### src/rtl/spi_slave_responder.sv
// rtl/spi_slave_responder.sv - SPI mode-0 slave turning rw/addr/data frames into register strobes
module spi_slave_responder #(
    parameter int ADDR_W = 7,
    parameter int DATA_W = 16
) (
    input  logic              clk,
    input  logic              rst_n,
    input  logic              sck_i,
    input  logic              ss_n_i,
    input  logic              mosi_i,
    output logic              miso_o,
    output logic              miso_t,
    output logic              wr_en,
    output logic [ADDR_W-1:0] wr_addr,
    output logic [DATA_W-1:0] wr_data,
    output logic              rd_req,
    output logic [ADDR_W-1:0] rd_addr,
    input  logic [DATA_W-1:0] rd_data,
    output logic              busy,
    output logic              frame_err
);
    localparam int FRAME_W = 1 + ADDR_W + DATA_W;
    localparam int CNT_W   = $clog2(FRAME_W + 1);
    localparam logic [CNT_W-1:0] CMD_LAST  = CNT_W'(ADDR_W);
    localparam logic [CNT_W-1:0] DATA_LAST = CNT_W'(DATA_W - 1);

    typedef enum logic [1:0] {IDLE, CMD, DATA, DONE} state_t;
    state_t state, state_nxt;

    logic [2:0]        sck_sync;
    logic [2:0]        ss_sync;
    logic [1:0]        mosi_sync;
    logic [1:0]        warm;
    logic              armed;
    logic [CNT_W-1:0]  bit_cnt;
    logic [ADDR_W:0]   cmd_sr;
    logic [DATA_W-2:0] rx_sr;
    logic [DATA_W-1:0] tx_sr;
    logic              load_tx;
    logic              sck_rise, sck_fall, ss_fall, ss_rise, mosi_bit;

    assign sck_rise = sck_sync[1] & ~sck_sync[2];
    assign sck_fall = ~sck_sync[1] & sck_sync[2];
    assign ss_rise  = ss_sync[1] & ~ss_sync[2];
    // A select held low through reset release would look like a fall; only arm after a real high.
    assign ss_fall  = armed & ~ss_sync[1] & ss_sync[2];
    assign mosi_bit = mosi_sync[1];
    assign miso_t   = ss_sync[1];
    assign busy     = (state != IDLE);

    always_ff @(posedge clk or negedge rst_n) begin
        if (!rst_n) begin
            state <= IDLE;
        end else begin
            state <= state_nxt;
        end
    end

    always_comb begin
        state_nxt = state;
        case (state)
            IDLE: if (ss_fall) state_nxt = CMD;
            CMD: begin
                if (ss_rise) state_nxt = IDLE;
                else if (sck_rise && bit_cnt == CMD_LAST) state_nxt = DATA;
            end
            DATA: begin
                if (ss_rise) state_nxt = IDLE;
                else if (sck_rise && bit_cnt == DATA_LAST) state_nxt = DONE;
            end
            DONE: if (ss_rise) state_nxt = IDLE;
            default: state_nxt = IDLE;
        endcase
    end

    always_ff @(posedge clk or negedge rst_n) begin
        if (!rst_n) begin
            sck_sync  <= '0;
            ss_sync   <= '1;
            mosi_sync <= '0;
            warm      <= '0;
            armed     <= 1'b0;
            bit_cnt   <= '0;
            cmd_sr    <= '0;
            rx_sr     <= '0;
            tx_sr     <= '0;
            load_tx   <= 1'b0;
            miso_o    <= 1'b0;
            wr_en     <= 1'b0;
            wr_addr   <= '0;
            wr_data   <= '0;
            rd_req    <= 1'b0;
            rd_addr   <= '0;
            frame_err <= 1'b0;
        end else begin
            sck_sync  <= {sck_sync[1:0], sck_i};
            ss_sync   <= {ss_sync[1:0], ss_n_i};
            mosi_sync <= {mosi_sync[0], mosi_i};
            warm      <= {warm[0], 1'b1};
            armed     <= armed | (warm[1] & ss_sync[1]);
            wr_en     <= 1'b0;
            rd_req    <= 1'b0;
            frame_err <= 1'b0;
            // rd_data is valid the cycle after rd_req; load it at the end of that cycle.
            load_tx   <= rd_req;
            if (load_tx) tx_sr <= rd_data;
            case (state)
                IDLE: begin
                    bit_cnt <= '0;
                    miso_o  <= 1'b0;
                end
                CMD: begin
                    miso_o <= 1'b0;
                    if (ss_rise) begin
                        frame_err <= 1'b1;
                    end else if (sck_rise) begin
                        cmd_sr <= {cmd_sr[ADDR_W-1:0], mosi_bit};
                        if (bit_cnt == CMD_LAST) begin
                            bit_cnt <= '0;
                            if (cmd_sr[ADDR_W-1]) begin
                                rd_req  <= 1'b1;
                                rd_addr <= {cmd_sr[ADDR_W-2:0], mosi_bit};
                            end
                        end else begin
                            bit_cnt <= bit_cnt + 1'b1;
                        end
                    end
                end
                DATA: begin
                    if (ss_rise) begin
                        frame_err <= 1'b1;
                    end else begin
                        if (sck_rise) begin
                            rx_sr   <= {rx_sr[DATA_W-3:0], mosi_bit};
                            bit_cnt <= bit_cnt + 1'b1;
                            if (bit_cnt == DATA_LAST && !cmd_sr[ADDR_W]) begin
                                wr_en   <= 1'b1;
                                wr_addr <= cmd_sr[ADDR_W-1:0];
                                wr_data <= {rx_sr, mosi_bit};
                            end
                        end
                        if (sck_fall) begin
                            if (cmd_sr[ADDR_W]) begin
                                miso_o <= tx_sr[DATA_W-1];
                                tx_sr  <= {tx_sr[DATA_W-2:0], 1'b0};
                            end else begin
                                miso_o <= 1'b0;
                            end
                        end
                    end
                end
                DONE: miso_o <= 1'b0;
                default: miso_o <= 1'b0;
            endcase
        end
    end
endmodule

### config.mk
export PLATFORM = sky130hd
export DESIGN_NAME = spi_slave_responder
export DESIGN_NICKNAME = d
export VERILOG_FILES = /design/src/rtl/spi_slave_responder.sv
export SDC_FILE = /design/constraint.sdc
export NUM_CORES = 1
export LEC_CHECK = 0
export CAP_MARGIN = 20
export CORE_ASPECT_RATIO = 1.5
export CORE_MARGIN = 3
export CORE_UTILIZATION = 65
export CTS_BUF_LIST = sky130_fd_sc_hd__clkbuf_2 sky130_fd_sc_hd__clkbuf_4 sky130_fd_sc_hd__clkbuf_8
export CTS_CLUSTER_SIZE = 25
export DETAILED_ROUTE_END_ITERATION = 8
export DONT_BUFFER_PORTS = 1
export PLACE_DENSITY = 0.81
export SLEW_MARGIN = 5
export SYNTH_ARGS = -nofsm -noshare
export SYNTH_HDL_FRONTEND = slang
export SYNTH_SLANG_ARGS = --single-unit
export TNS_END_PERCENT = 30
### constraint.sdc
create_clock -name clk -period 2.35 [get_ports clk]
set_input_delay 0.47 -clock clk [delete_from_list [all_inputs] [get_ports clk]]
set_output_delay 0.47 -clock clk [all_outputs]
set_load 0.01 [all_outputs]
# Word-level counts from Yosys, hierarchy flattened

Index checks and enable logic that the tools add are counted.

$add $sub $neg: 1
Eq/ne operators: 14
Muxes and demuxes: 33
Bitwise operators: 12
Reduce and logical (&&, ||, !) cells: 16

Operators by type and width:

| cell                | count |
|---|---|
| $mux 16             | 5 |
| $mux 5              | 5 |
| $pmux 5 s3          | 1 |
| $mux 1              | 14 |
| $ne 2x2->1 const B  | 7 |
| $mux 2              | 6 |
| $reduce_and 5->1    | 2 |
| $pmux 2 s4          | 1 |
| $reduce_and 4->1    | 2 |
| $and 1x1->1         | 6 |
| $ne 3x3->1 const B  | 2 |
| $reduce_and 3->1    | 2 |
| $add 5x1->5 const B | 1 |
| $eq 5x3->1 const B  | 1 |
| $eq 5x4->1 const B  | 1 |
| $not 1->1           | 5 |
| $eq 2x2->1 const B  | 2 |
| $logic_and 1x1->1   | 3 |
| $reduce_bool 3->1   | 1 |
| $reduce_or 3->1     | 1 |
| $eq 2x1->1 const B  | 1 |
| $logic_not 2->1     | 1 |
| $pmux 1 s2          | 1 |
| $reduce_and 2->1    | 1 |
| other kinds (4)     | 4 |

Register bits: 92
Input bits: 21
Output and inout bits: 36
Logic and storage cells: 94

# Depth between registers and ports, before layout

Depth in word-level cells: 6
Depth in mapped cells: 7
Mapped depth without buffers: 6

# Worst setup path before layout

OpenSTA, ideal clock, no wires.

Kind: register to register
Start point: register state[0]
End point: register wr_data[10]
Library setup time: 0.125 ns
Arrival: 1.880 ns
Required time: 2.225 ns
Slack: 0.345 ns
Stages on the path, launching flop included: 8
Cells stage by stage: dfrtp_1 > inv_1 > ha_1 > nand3_4 > or3b_1 > buf_6 > buf_6 > mux2_4

Longest elaborated chain between the ends: 2

Ends and longest elaborated chain:

| item                              | line | text |
|---|---|---|
| from (decl)                       | 28   | `state_t state, state_nxt;` |
| from (signal assigned)            | 55   | `state <= state_nxt;` |
| $eq 2x2->1                        | 107  | `case (state)` |
| $reduce_and 4->1 (no source line) | -    |  |
| to (signal assigned)              | 139  | `wr_data <= {rx_sr, mosi_bit};` |
| to (decl)                         | 15   | `output logic [DATA_W-1:0] wr_data,` |

Every way passes these cells.
A chain may end at the register's enable or synchronous reset.

# Worst setup path in the final report

Start point: register state[0]
End point: register wr_data[14]

The elaborated chain is that of the path after synthesis.

==> flow_summary.yaml <==
pwr:
  total_power_mw: 3.215
  power.density_nw_per_um2: 792.9
  cellLeakagePower_nw: 1.949
  vdd_drop_max_mv: 0.6423
global_route:
  grt_pass1_wl_microns: 9791
  gr-total-overflow: 0
  grt_usage_pct: 19.44
  grt_max_degree: 93
  antenna_found_initial: 0
  grt_pass1_vias: 2089
place:
  port_buffers: 0
  dp_hpwl_microns: 4169
  gp_congestion: 0.8143
die:
  die_h_microns: 99.68
  initial_core_util_pct: 68.22
  core-area_sq_um: 5574
  fp-row-count: 33
  num_io_pins: 57
  dieArea_sq_um: 6823
  die_w_microns: 68.45
min_path:
  min_path_type: "in2async"
sta:
  hold_violations: 92
  final.setup.tns_ps: 0
  skew_ps: 9.874
  whs_ps: -198.9
  finalCriticalPeriod_ps: 2084
  rsz0062_at_grt: "no"
  fmax_mhz: 479.8
  worstMarginPinSlew_ps: 751.4
  drv_slew: 0
  slew_headroom_pct: 49.91
  period_share_pct: 88.68
  finalSetupViolCount: 0
route:
  vias: 1995
  wl_per_cell_microns: 16.98
  post-route-drc-count: 0
  drt-total-wl_microns: 5944
  drt-initial-drc-count: 107
  drt_pass1_iterations: 4
  via_per_inst: 5.700
  ant_nets: 0
setup_path:
  critPathRequiredTime_ps: 2590
  worstSetupStartpointType: "flip-flop"
  cp_data_arrival_time_ps: 2320
  crit_type: "reg2reg"
  cp_max_fo: 13
  endpoint_kind: "flip-flop"
clocking:
  htree_levels: 3
  cts_root_buf: "clkbuf_8"
  path_clk_slew_ps: 90
  cts_buffer_depth: 2
  cts_sinks: 92
  cts_buffers: 9
  insertion_delay_ps: 350
  cts_resized: 0
  cts_tree: "yes"
  cts_setup_buffers: 0
yosys:
  syn_inst: 270
  synth_xor_xnor_area_share_pct: 0
  synthSimpleGateAreaFrac_pct: 6.746
  postSynthAreaPerCell_sq_um: 14.08
  synthAdderAreaFrac_pct: 2.632
  yosysWarnings: 0
  syn_area_sq_um: 3802
  synth_top_family_by_area: "multiplexers"
  ys_seq_area_share_pct: 60.64
  synth_nets: 299
  synth_seq_cells: 92
  synth_mux_area_share_pct: 22.08
  synth_compound_area_share_pct: 5.199
  synth.distinct_cells: 39
final_layout:
  mostFrequentLayoutCells: "dfrtp_1, mux2_2, nor2_1"
  final_nets: 304
  drive_gt1_share_pct: 29.64
  antenna-diode-count: 0
  final_common_cell: "dfrtp_1"
  fillerInstances: 342
  postLayoutCoreUtil_pct: 72.73
  area_growth_pct: 6.614
outcome:
  failed_checks: "hold timing"
  status: "finished, violations left"
flow_run:
  maxCapViolCount: 0
## Yosys cell counts, drive strengths merged
library cell  count  area share [%]
nor4bb            1            0.26
o21ai             7            0.92
nor2             21             2.1
and2              3            0.49
a22o              1            0.23
dfstp             3             2.1
or2               1            0.16
and3              2            0.33
nand2             6            0.59
nand2b            1            0.16
a221o             1            0.26
o2bb2ai           1            0.23
o2111ai           1            0.23
conb              1           0.099
nor3b             1            0.20
nor2b             1            0.23
mux2             54              18
nor3              1            0.13
and2b             2            0.39
nand3             4            0.86
mux2i            16             4.2
inv               7            0.69
ha                8             2.6
dfrtp            89              59
or3b              2            0.46
buf               6             1.4
o31ai             1            0.20
clkbuf            5            0.49
a211o             1            0.23
a21boi            2            0.39
nand4             2            0.33
a21oi            16             2.1
a21o              2            0.39
## state kept, by name, summed over array words and instances, names as in the netlist, 2 cells and up
register,cells
bit_cnt,5
cmd_sr,8
mosi_sync,2
rd_addr,7
rx_sr,15
sck_sync,3
ss_sync,3
state,2
tx_sr,16
warm,2
wr_addr,7
wr_data,16
## final timing paths
check,end,cells past startpoint,start,slack (ps)
setup / recovery,wr_data[14]$_DFFE_PN0P_,6,state[0]$_DFFE_PN0P_,270
hold / removal,frame_err$_DFF_PN0_,0,rst_n,-200
setup reg to reg,wr_data[14]$_DFFE_PN0P_,6,state[0]$_DFFE_PN0P_,270
hold reg to reg,warm[1]$_DFF_PN0_,0,warm[0]$_DFF_PN0_,360
max in group asynchronous,ss_sync[2]$_DFF_PN1_,0,rst_n,2370
min in group clk,ss_sync[0]$_DFF_PN1_,0,ss_n_i,100
## layer usage
layer | vias to the layer above | global-route usage [%] | share of wire [%]
met4 | 0 | 7.198 | 1.8
met2 | 53 | 30.54 | 50
met3 | 9 | 7.797 | 7.1
met1 | 990 | 23.85 | 41
li1 | 943 | - | -
met5 | - | 0 | 0
## cell families (layout without fill, tap and decap cells)
kind of cell | Yosys count | after routing
AND/OR/NAND/NOR | 48 | 48
flip-flops | 92 | 92
multiplexers | 70 | 70
adder cells (fa/ha/maj) | 8 | 8
buffers and inverters | 18 | 28
AO/OA/AOI/OAI | 33 | 33
other | 1 | 1
## critical path: stages, from the launching register on
cell,delay (ps)
dfrtp_1,430
inv_1,150
ha_1,340
nand3_4,100
or3b_1,420
buf_4,230
mux2_4,310
## power breakdown
group | total, mW | internal [mW] | switching [mW]
Sequential | 1.79 | 1.69 | 0.0985
Clock | 1.05 | 0.521 | 0.528
Combinational | 0.380 | 0.172 | 0.208
## metrics by stage
stage	area, sq um	std cells	worst slack [ps]
after floorplan	3802	270	345.3
after CTS	4054	350	244.3
after global placement	3855	334	355.0
final	4054	350	265.9
after global routing	4054	350	185.0
after detailed placement	3855	334	275.2
## cell type report
type / instances / area [sq um] / share of cell area, %
Multi-Input combinational cell: 160 / 1398 / 34.48
Clock inverter: 5 / 60.06 / 1.481
Tap cell: 70 / 87.58 / 2.160
Sequential cell: 92 / 2306 / 56.88
Timing Repair Buffer: 5 / 37.54 / 0.9259
Clock buffer: 11 / 138.9 / 3.426
Inverter: 7 / 26.28 / 0.6481
No activity file was read; power rests on OpenSTA's default activity.
